<file path="src/rtl/wb_req_sender_pkg.sv">
// Shared definitions for the writeback request sender.
//   state_t    : FSM encoding (2'd3 is unused and recovers to IDLE)
//   FMT_*      : funct3 codes of the load instructions
//   NUM_RESET  : value of the sequence counter and num payload after reset
package wb_req_sender_pkg;

    typedef enum logic [1:0] {
        IDLE     = 2'd0,
        WAIT_LSU = 2'd1,
        SEND     = 2'd2
    } state_t;

    localparam logic [2:0] FMT_LB  = 3'b000;
    localparam logic [2:0] FMT_LH  = 3'b001;
    localparam logic [2:0] FMT_LW  = 3'b010;
    localparam logic [2:0] FMT_LBU = 3'b100;
    localparam logic [2:0] FMT_LHU = 3'b101;

    localparam logic [63:0] NUM_RESET = 64'd0;

endpackage

</file>
<file path="src/rtl/wb_req_sender_load_align.sv">
// Combinational load data alignment and extension.
//   rdata : raw aligned word returned by the LSU
//   off   : byte offset of the access (mem_addr[1:0])
//   fmt   : funct3 of the load
//   wdata : value written to the destination register
// The word is shifted right by the byte offset with zero fill, so a halfword
// at offset 3 sees a zero upper byte. Unknown formats pass the raw word.
module wb_req_sender_load_align
    import wb_req_sender_pkg::*;
#(
    parameter int DATA_WIDTH = 32
) (
    input  logic [DATA_WIDTH-1:0] rdata,
    input  logic [1:0]            off,
    input  logic [2:0]            fmt,
    output logic [DATA_WIDTH-1:0] wdata
);

    logic [DATA_WIDTH-1:0] sh;

    always_comb begin
        sh    = rdata >> {off, 3'b000};
        wdata = rdata;
        case (fmt)
            FMT_LB:  wdata = {{(DATA_WIDTH-8){sh[7]}}, sh[7:0]};
            FMT_LH:  wdata = {{(DATA_WIDTH-16){sh[15]}}, sh[15:0]};
            FMT_LW:  wdata = sh;
            FMT_LBU: wdata = {{(DATA_WIDTH-8){1'b0}}, sh[7:0]};
            FMT_LHU: wdata = {{(DATA_WIDTH-16){1'b0}}, sh[15:0]};
            default: wdata = rdata;
        endcase
    end

endmodule

</file>
<file path="src/rtl/wb_req_sender.sv">
// EXU-side initiator of the writeback request channel to the register file.
// Accepts one retired instruction at a time; loads wait for the LSU read data,
// which is aligned/extended before the request is presented.
//   clock, reset          : clock, synchronous active-low reset
//   in_*                  : retired instruction from EXU (in_valid/in_ready)
//   lsu_rvalid/rready/rdata : LSU read response
//   rd_valid/rd_ready     : write request to the register file
//   waddr/wdata/wen/next_pc/num/sim_lsu_addr : request payload
//   busy                  : FSM not idle
//   dbg_state             : raw FSM state
//
// Handshakes: a transfer happens on a rising edge where both valid and ready
// are high. rd_valid, once raised, stays high with a constant payload until
// rd_ready is seen; in_ready and lsu_rready never depend on the valid input.
module wb_req_sender
    import wb_req_sender_pkg::*;
#(
    parameter int ADDR_WIDTH = 5,
    parameter int DATA_WIDTH = 32
) (
    input  logic                  clock,
    input  logic                  reset,
    input  logic                  in_valid,
    output logic                  in_ready,
    input  logic [ADDR_WIDTH-1:0] in_waddr,
    input  logic                  in_wen,
    input  logic [DATA_WIDTH-1:0] in_alu_result,
    input  logic [31:0]           in_next_pc,
    input  logic                  in_is_load,
    input  logic [2:0]            in_load_fmt,
    input  logic [31:0]           in_mem_addr,
    input  logic                  lsu_rvalid,
    output logic                  lsu_rready,
    input  logic [DATA_WIDTH-1:0] lsu_rdata,
    output logic                  rd_valid,
    input  logic                  rd_ready,
    output logic [ADDR_WIDTH-1:0] waddr,
    output logic [DATA_WIDTH-1:0] wdata,
    output logic                  wen,
    output logic [31:0]           next_pc,
    output logic [63:0]           num,
    output logic [31:0]           sim_lsu_addr,
    output logic                  busy,
    output logic [1:0]            dbg_state
);

    state_t                state_q, state_d;
    logic [ADDR_WIDTH-1:0] waddr_q;
    logic [DATA_WIDTH-1:0] wdata_q;
    logic                  wen_q;
    logic [31:0]           next_pc_q;
    logic [31:0]           mem_addr_q;
    logic [2:0]            fmt_q;
    logic [63:0]           num_q;
    logic [63:0]           cnt_q;
    logic [DATA_WIDTH-1:0] load_data;

    wb_req_sender_load_align #(
        .DATA_WIDTH(DATA_WIDTH)
    ) u_load_align (
        .rdata (lsu_rdata),
        .off   (mem_addr_q[1:0]),
        .fmt   (fmt_q),
        .wdata (load_data)
    );

    always_comb begin
        state_d = state_q;
        case (state_q)
            IDLE:     if (in_valid)   state_d = in_is_load ? WAIT_LSU : SEND;
            WAIT_LSU: if (lsu_rvalid) state_d = SEND;
            SEND:     if (rd_ready)   state_d = IDLE;
            default:                  state_d = IDLE;
        endcase
    end

    always_ff @(posedge clock) begin
        if (!reset) begin
            state_q    <= IDLE;
            waddr_q    <= '0;
            wdata_q    <= '0;
            wen_q      <= 1'b0;
            next_pc_q  <= '0;
            mem_addr_q <= '0;
            fmt_q      <= '0;
            num_q      <= NUM_RESET;
            cnt_q      <= NUM_RESET;
        end else begin
            state_q <= state_d;
            if (state_q == IDLE && in_valid) begin
                waddr_q    <= in_waddr;
                wen_q      <= in_wen;
                next_pc_q  <= in_next_pc;
                mem_addr_q <= in_mem_addr;
                fmt_q      <= in_load_fmt;
                num_q      <= cnt_q + 64'd1;
                cnt_q      <= cnt_q + 64'd1;
                // Loads fill wdata later from the LSU response.
                if (!in_is_load) wdata_q <= in_alu_result;
            end
            if (state_q == WAIT_LSU && lsu_rvalid) begin
                wdata_q <= load_data;
            end
        end
    end

    assign in_ready     = (state_q == IDLE);
    assign lsu_rready   = (state_q == WAIT_LSU);
    assign rd_valid     = (state_q == SEND);
    assign busy         = (state_q != IDLE);
    assign dbg_state    = state_q;
    assign waddr        = waddr_q;
    assign wdata        = wdata_q;
    assign wen          = wen_q;
    assign next_pc      = next_pc_q;
    assign num          = num_q;
    assign sim_lsu_addr = mem_addr_q;

endmodule

</file>
<file path="config.mk">
export PLATFORM = sky130hd
export DESIGN_NAME = wb_req_sender
export DESIGN_NICKNAME = d
export VERILOG_FILES = /design/src/rtl/wb_req_sender_pkg.sv /design/src/rtl/wb_req_sender_load_align.sv /design/src/rtl/wb_req_sender.sv
export SDC_FILE = /design/constraint.sdc
export NUM_CORES = 1
export LEC_CHECK = 0
export ABC_CLOCK_PERIOD_IN_PS = 3800
export CAP_MARGIN = 20
export CELL_PAD_IN_SITES_DETAIL_PLACEMENT = 0
export CELL_PAD_IN_SITES_GLOBAL_PLACEMENT = 1
export CORE_UTILIZATION = 25
export CTS_BUF_LIST = sky130_fd_sc_hd__clkbuf_4 sky130_fd_sc_hd__clkbuf_8
export CTS_CLUSTER_DIAMETER = 80
export DETAILED_ROUTE_END_ITERATION = 12
export PLACE_DENSITY = 0.7
export SLEW_MARGIN = 20
export SYNTH_ARGS = -nofsm -noshare
export SYNTH_HDL_FRONTEND = slang
export SYNTH_SLANG_ARGS = --single-unit
</file>
<file path="constraint.sdc">
create_clock -name clock -period 3.8 [get_ports clock]
set_clock_uncertainty 0.05 [all_clocks]
set_input_delay 0.57 -clock clock [delete_from_list [all_inputs] [get_ports clock]]
set_output_delay 0.57 -clock clock [all_outputs]
set_load 0.01 [all_outputs]
</file>
==> run summary <==
Post-synth ARST share - 0
Post-layout minimum cycle time - 2.85 ns
HPWL after detailed placement - 20100 um
RSZ-0062 raised after global routing - false
Number of iterations in the first detailed-routing pass - 5
Critical path launch point type - input port
Initial detailed-routing violation count - 468
Total power of the final layout - 4.13 mW
Setup CP Type - input port to flop
Synth top area share - 0.441
Maximum number of pins on one net before global-route repair - 62
Classification of the worst-slack hold path - flop to flop
Number of buffers inserted to repair setup after CTS - 0
Final Max Tran Viols - 0
Final Instance Count excl. Fillers - 1676
Run status - finished clean
Final sum of negative setup slack - 0 ns
Maximum fanout along the worst path - 27
Number of global-route vias before repair - 7702
Cell Count Post-Placement - 1644
Starting density of the core - 0.254
Final cycle utilization of the critical path - 0.750
Worst Path Required - 4.15 ns
Later-pin clock latency in the skew report - 0.47 ns
Worst slack at placement - 0.431 ns
Overall overflow remaining after global route - 0
Nature of the critical path endpoint - flop
Most instantiated flip-flop cell in the synthesis netlist - sky130_fd_sc_hd__dfxtp_1
Pleak - 3.95 nW
Mapped Cells - 980
Remaining max-slew budget at the tightest pin - 0.398
Global-route wire length before repair - 42900 um
Rows - 64
Area of the core - 30600 um2
Top-level port count - 315
Post-route antenna net violation count - 0
Number of antenna violations at the first check in global routing - 0
NumNets Final - 1411
CTS tree - built
Post-synthesis instance area - 7760 um2
H-tree lvl count - 4
Total of flip-flops plus latches after synthesis - 171
Worst setup slack after layout - 0.949 ns
Die height - 178 um
Worst reg-to-reg setup slack - 1.12 ns
Maximum Capacitance Violations - 0
Seq/Total Area, Yosys - 0.441
Die X - 178 um
Highest achievable clock rate - 0.351 GHz
Average wire per cell in the routed design - 16.7 um
Total of buffers placed on input and output ports - 314
Share of final-layout standard cells stronger than drive strength 1 - 0.0586
Measured slew at the worst slew-check pin - 0.903 ns
Power Dens Cells - 352 nW/um2
Maximum count of clock buffers along a single path - 2
Largest area contributor in the netlist - sky130_fd_sc_hd__dfxtp_1
CTS-repair resized insts - 0
Hold_buf cts - 0
Routed via count - 8061
Relative area change from synthesis to final layout - 51.2%
Data arrival, critical path - 3.21 ns
CTS clk-pin slew, worst paths - 0.10 ns
Cell at the root of the clock tree - sky130_fd_sc_hd__clkbuf_8
Maximum resistive drop on vdd - 0.000233 V
DRC Markers - 0
Total wire length after detailed routing - 27900 um
YS warnings - 0
Gpl congestion - 0.757
Number of different library cells in the post-synthesis netlist - 54
CTS sink count - 171
Number of nets in the synthesized netlist - 1124
EDFF count, synth - 0
Setup-violating endpoint count in the final report - 0
Global router's overall resource usage - 0.174
Synth area leaders - sky130_fd_sc_hd__dfxtp_1 44%, sky130_fd_sc_hd__nand2_1 9.9%, sky130_fd_sc_hd__a21oi_1 8.2%
Area of the die - 31800 um2
Detailed-route vias per instance - 4.81
Hold violation count in the final report - 0
Number of buffers created by CTS - 17
Layout filler cell count - 3201
Mean cell area of the mapped netlist - 7.92 um2
[cells by family (layout without fill, tap and decap cells)]
| kind of cell | Yosys count | in the layout | synth area share |
|---|---|---|---|
| buffers and inverters | 88 | 387 | 0.0451 |
| flip-flops | 171 | 171 | 0.441 |
| multiplexers | 34 | 34 | 0.0459 |
| other | 0 | 1 | 0 |
| adder cells (fa/ha/maj) | 1 | 1 | 0.00161 |
| AO/OA/AOI/OAI | 227 | 227 | 0.179 |
| XOR/XNOR | 29 | 29 | 0.0327 |
| AND/OR/NAND/NOR | 430 | 430 | 0.255 |
[power breakdown]
group          switching (mW)  internal [mW]
registers              0.0565           1.88
logic                   0.352          0.395
clock network           0.717          0.736
[state kept, by name, summed over array words and instances, names as in the netlist]
signal / count
wen: 1
next_pc: 32
dbg_state: 2
fmt_q: 3
sim_lsu_addr: 32
wdata: 32
waddr: 5
cnt_q: 64
[final cells by class]
cell class / instances / area, um2 / area share
antenna: 1 / 2.50 / 0.000213
timing repair buffer: 332 / 3300 / 0.281
clock buffer: 20 / 256 / 0.0219
clock inverter: 11 / 171 / 0.0146
tap: 396 / 495 / 0.0422
multi-input combinational: 721 / 3990 / 0.340
sequential: 171 / 3420 / 0.292
inverter: 24 / 92.6 / 0.00789
[Yosys cell counts, types with 2 or more instances]
cell,count
sky130_fd_sc_hd__a2111oi_0,8
sky130_fd_sc_hd__a21bo_2,2
sky130_fd_sc_hd__a21oi_1,127
sky130_fd_sc_hd__a31oi_1,2
sky130_fd_sc_hd__and2_1,3
sky130_fd_sc_hd__and3_1,2
sky130_fd_sc_hd__buf_1,6
sky130_fd_sc_hd__buf_2,4
sky130_fd_sc_hd__buf_6,2
sky130_fd_sc_hd__clkbuf_1,52
sky130_fd_sc_hd__dfxtp_1,171
sky130_fd_sc_hd__inv_1,24
sky130_fd_sc_hd__mux2_2,3
sky130_fd_sc_hd__mux2i_1,30
sky130_fd_sc_hd__nand2_1,205
sky130_fd_sc_hd__nand2b_1,19
sky130_fd_sc_hd__nand3_1,25
sky130_fd_sc_hd__nand3b_1,4
sky130_fd_sc_hd__nand4_1,19
sky130_fd_sc_hd__nor2_1,72
sky130_fd_sc_hd__nor2b_1,7
sky130_fd_sc_hd__nor3_1,20
sky130_fd_sc_hd__nor4_1,20
sky130_fd_sc_hd__o211ai_1,5
sky130_fd_sc_hd__o21ai_0,17
sky130_fd_sc_hd__o21bai_1,7
sky130_fd_sc_hd__o221a_2,8
sky130_fd_sc_hd__o221ai_1,7
sky130_fd_sc_hd__o22ai_1,17
sky130_fd_sc_hd__o311ai_0,3
sky130_fd_sc_hd__o31ai_1,11
sky130_fd_sc_hd__o41ai_1,4
sky130_fd_sc_hd__or2_2,7
sky130_fd_sc_hd__or3_1,8
sky130_fd_sc_hd__or4_1,13
sky130_fd_sc_hd__xnor2_1,19
sky130_fd_sc_hd__xor2_1,10
[cells in the final DEF, fill, tap and decap left out, types with 4 or more instances in the layout]
cell                                n
sky130_fd_sc_hd__clkdlybuf4s50_1  314
sky130_fd_sc_hd__nand2_1          205
sky130_fd_sc_hd__dfxtp_1          171
sky130_fd_sc_hd__a21oi_1          127
sky130_fd_sc_hd__nor2_1            72
sky130_fd_sc_hd__mux2i_1           30
sky130_fd_sc_hd__nand3_1           25
sky130_fd_sc_hd__inv_1             23
sky130_fd_sc_hd__nor3_1            20
sky130_fd_sc_hd__nor4_1            20
sky130_fd_sc_hd__nand2b_1          19
sky130_fd_sc_hd__nand4_1           19
sky130_fd_sc_hd__xnor2_1           19
sky130_fd_sc_hd__o22ai_1           17
sky130_fd_sc_hd__o21ai_0           17
sky130_fd_sc_hd__clkbuf_8          17
sky130_fd_sc_hd__buf_4             16
sky130_fd_sc_hd__or4_1             13
sky130_fd_sc_hd__o31ai_1           11
sky130_fd_sc_hd__xor2_1            10
sky130_fd_sc_hd__or3_1              8
sky130_fd_sc_hd__a2111oi_0          8
sky130_fd_sc_hd__o221a_2            8
sky130_fd_sc_hd__nor2b_1            7
sky130_fd_sc_hd__or2_2              7
sky130_fd_sc_hd__o221ai_1           7
sky130_fd_sc_hd__o21bai_1           7
sky130_fd_sc_hd__o211ai_1           5
sky130_fd_sc_hd__nand3b_1           4
sky130_fd_sc_hd__o41ai_1            4
sky130_fd_sc_hd__bufinv_16          4
[worst max-delay path, stage by stage]
cell and delay (ns):
sky130_fd_sc_hd__clkdlybuf4s50_1 0.54, sky130_fd_sc_hd__or3b_4 0.45, sky130_fd_sc_hd__nor4_1 0.27, sky130_fd_sc_hd__or4b_1 0.46
sky130_fd_sc_hd__buf_4 0.23, sky130_fd_sc_hd__or4_1 0.52, sky130_fd_sc_hd__a21oi_1 0.14
[layer usage]
layer  routed length (um)  global-route usage
met5                    0                   0
met1                12600               0.225
met2                12800               0.272
met4                  253              0.0477
met3                 2270              0.0616
[path summary, 6_finish.rpt]
| path | start | end | depth (start not counted) |
|---|---|---|---|
| setup reg to reg | dbg_state[0] | cnt_q[63] | 6 |
| setup / recovery | in_valid | cnt_q[63] | 7 |
| hold / removal | next_pc[31] | next_pc[31] | 2 |
| hold reg to reg | next_pc[31] | next_pc[31] | 2 |
[per-stage QoR]
| step | hold WS (ns) | utilization | cell area (um2) |
|---|---|---|---|
| 5_1_grt | 0.424 | 0.384 | 11700 |
| 2_1_floorplan | 0.431 | - | 7760 |
| 4_1_cts | 0.410 | 0.384 | 11700 |
| 6_report | 0.406 | 0.384 | 11700 |
| 3_3_place_gp | 0.391 | 0.370 | 11300 |
| 3_5_place_dp | 0.396 | 0.370 | 11300 |
No activity file was read; power rests on OpenSTA's default activity.
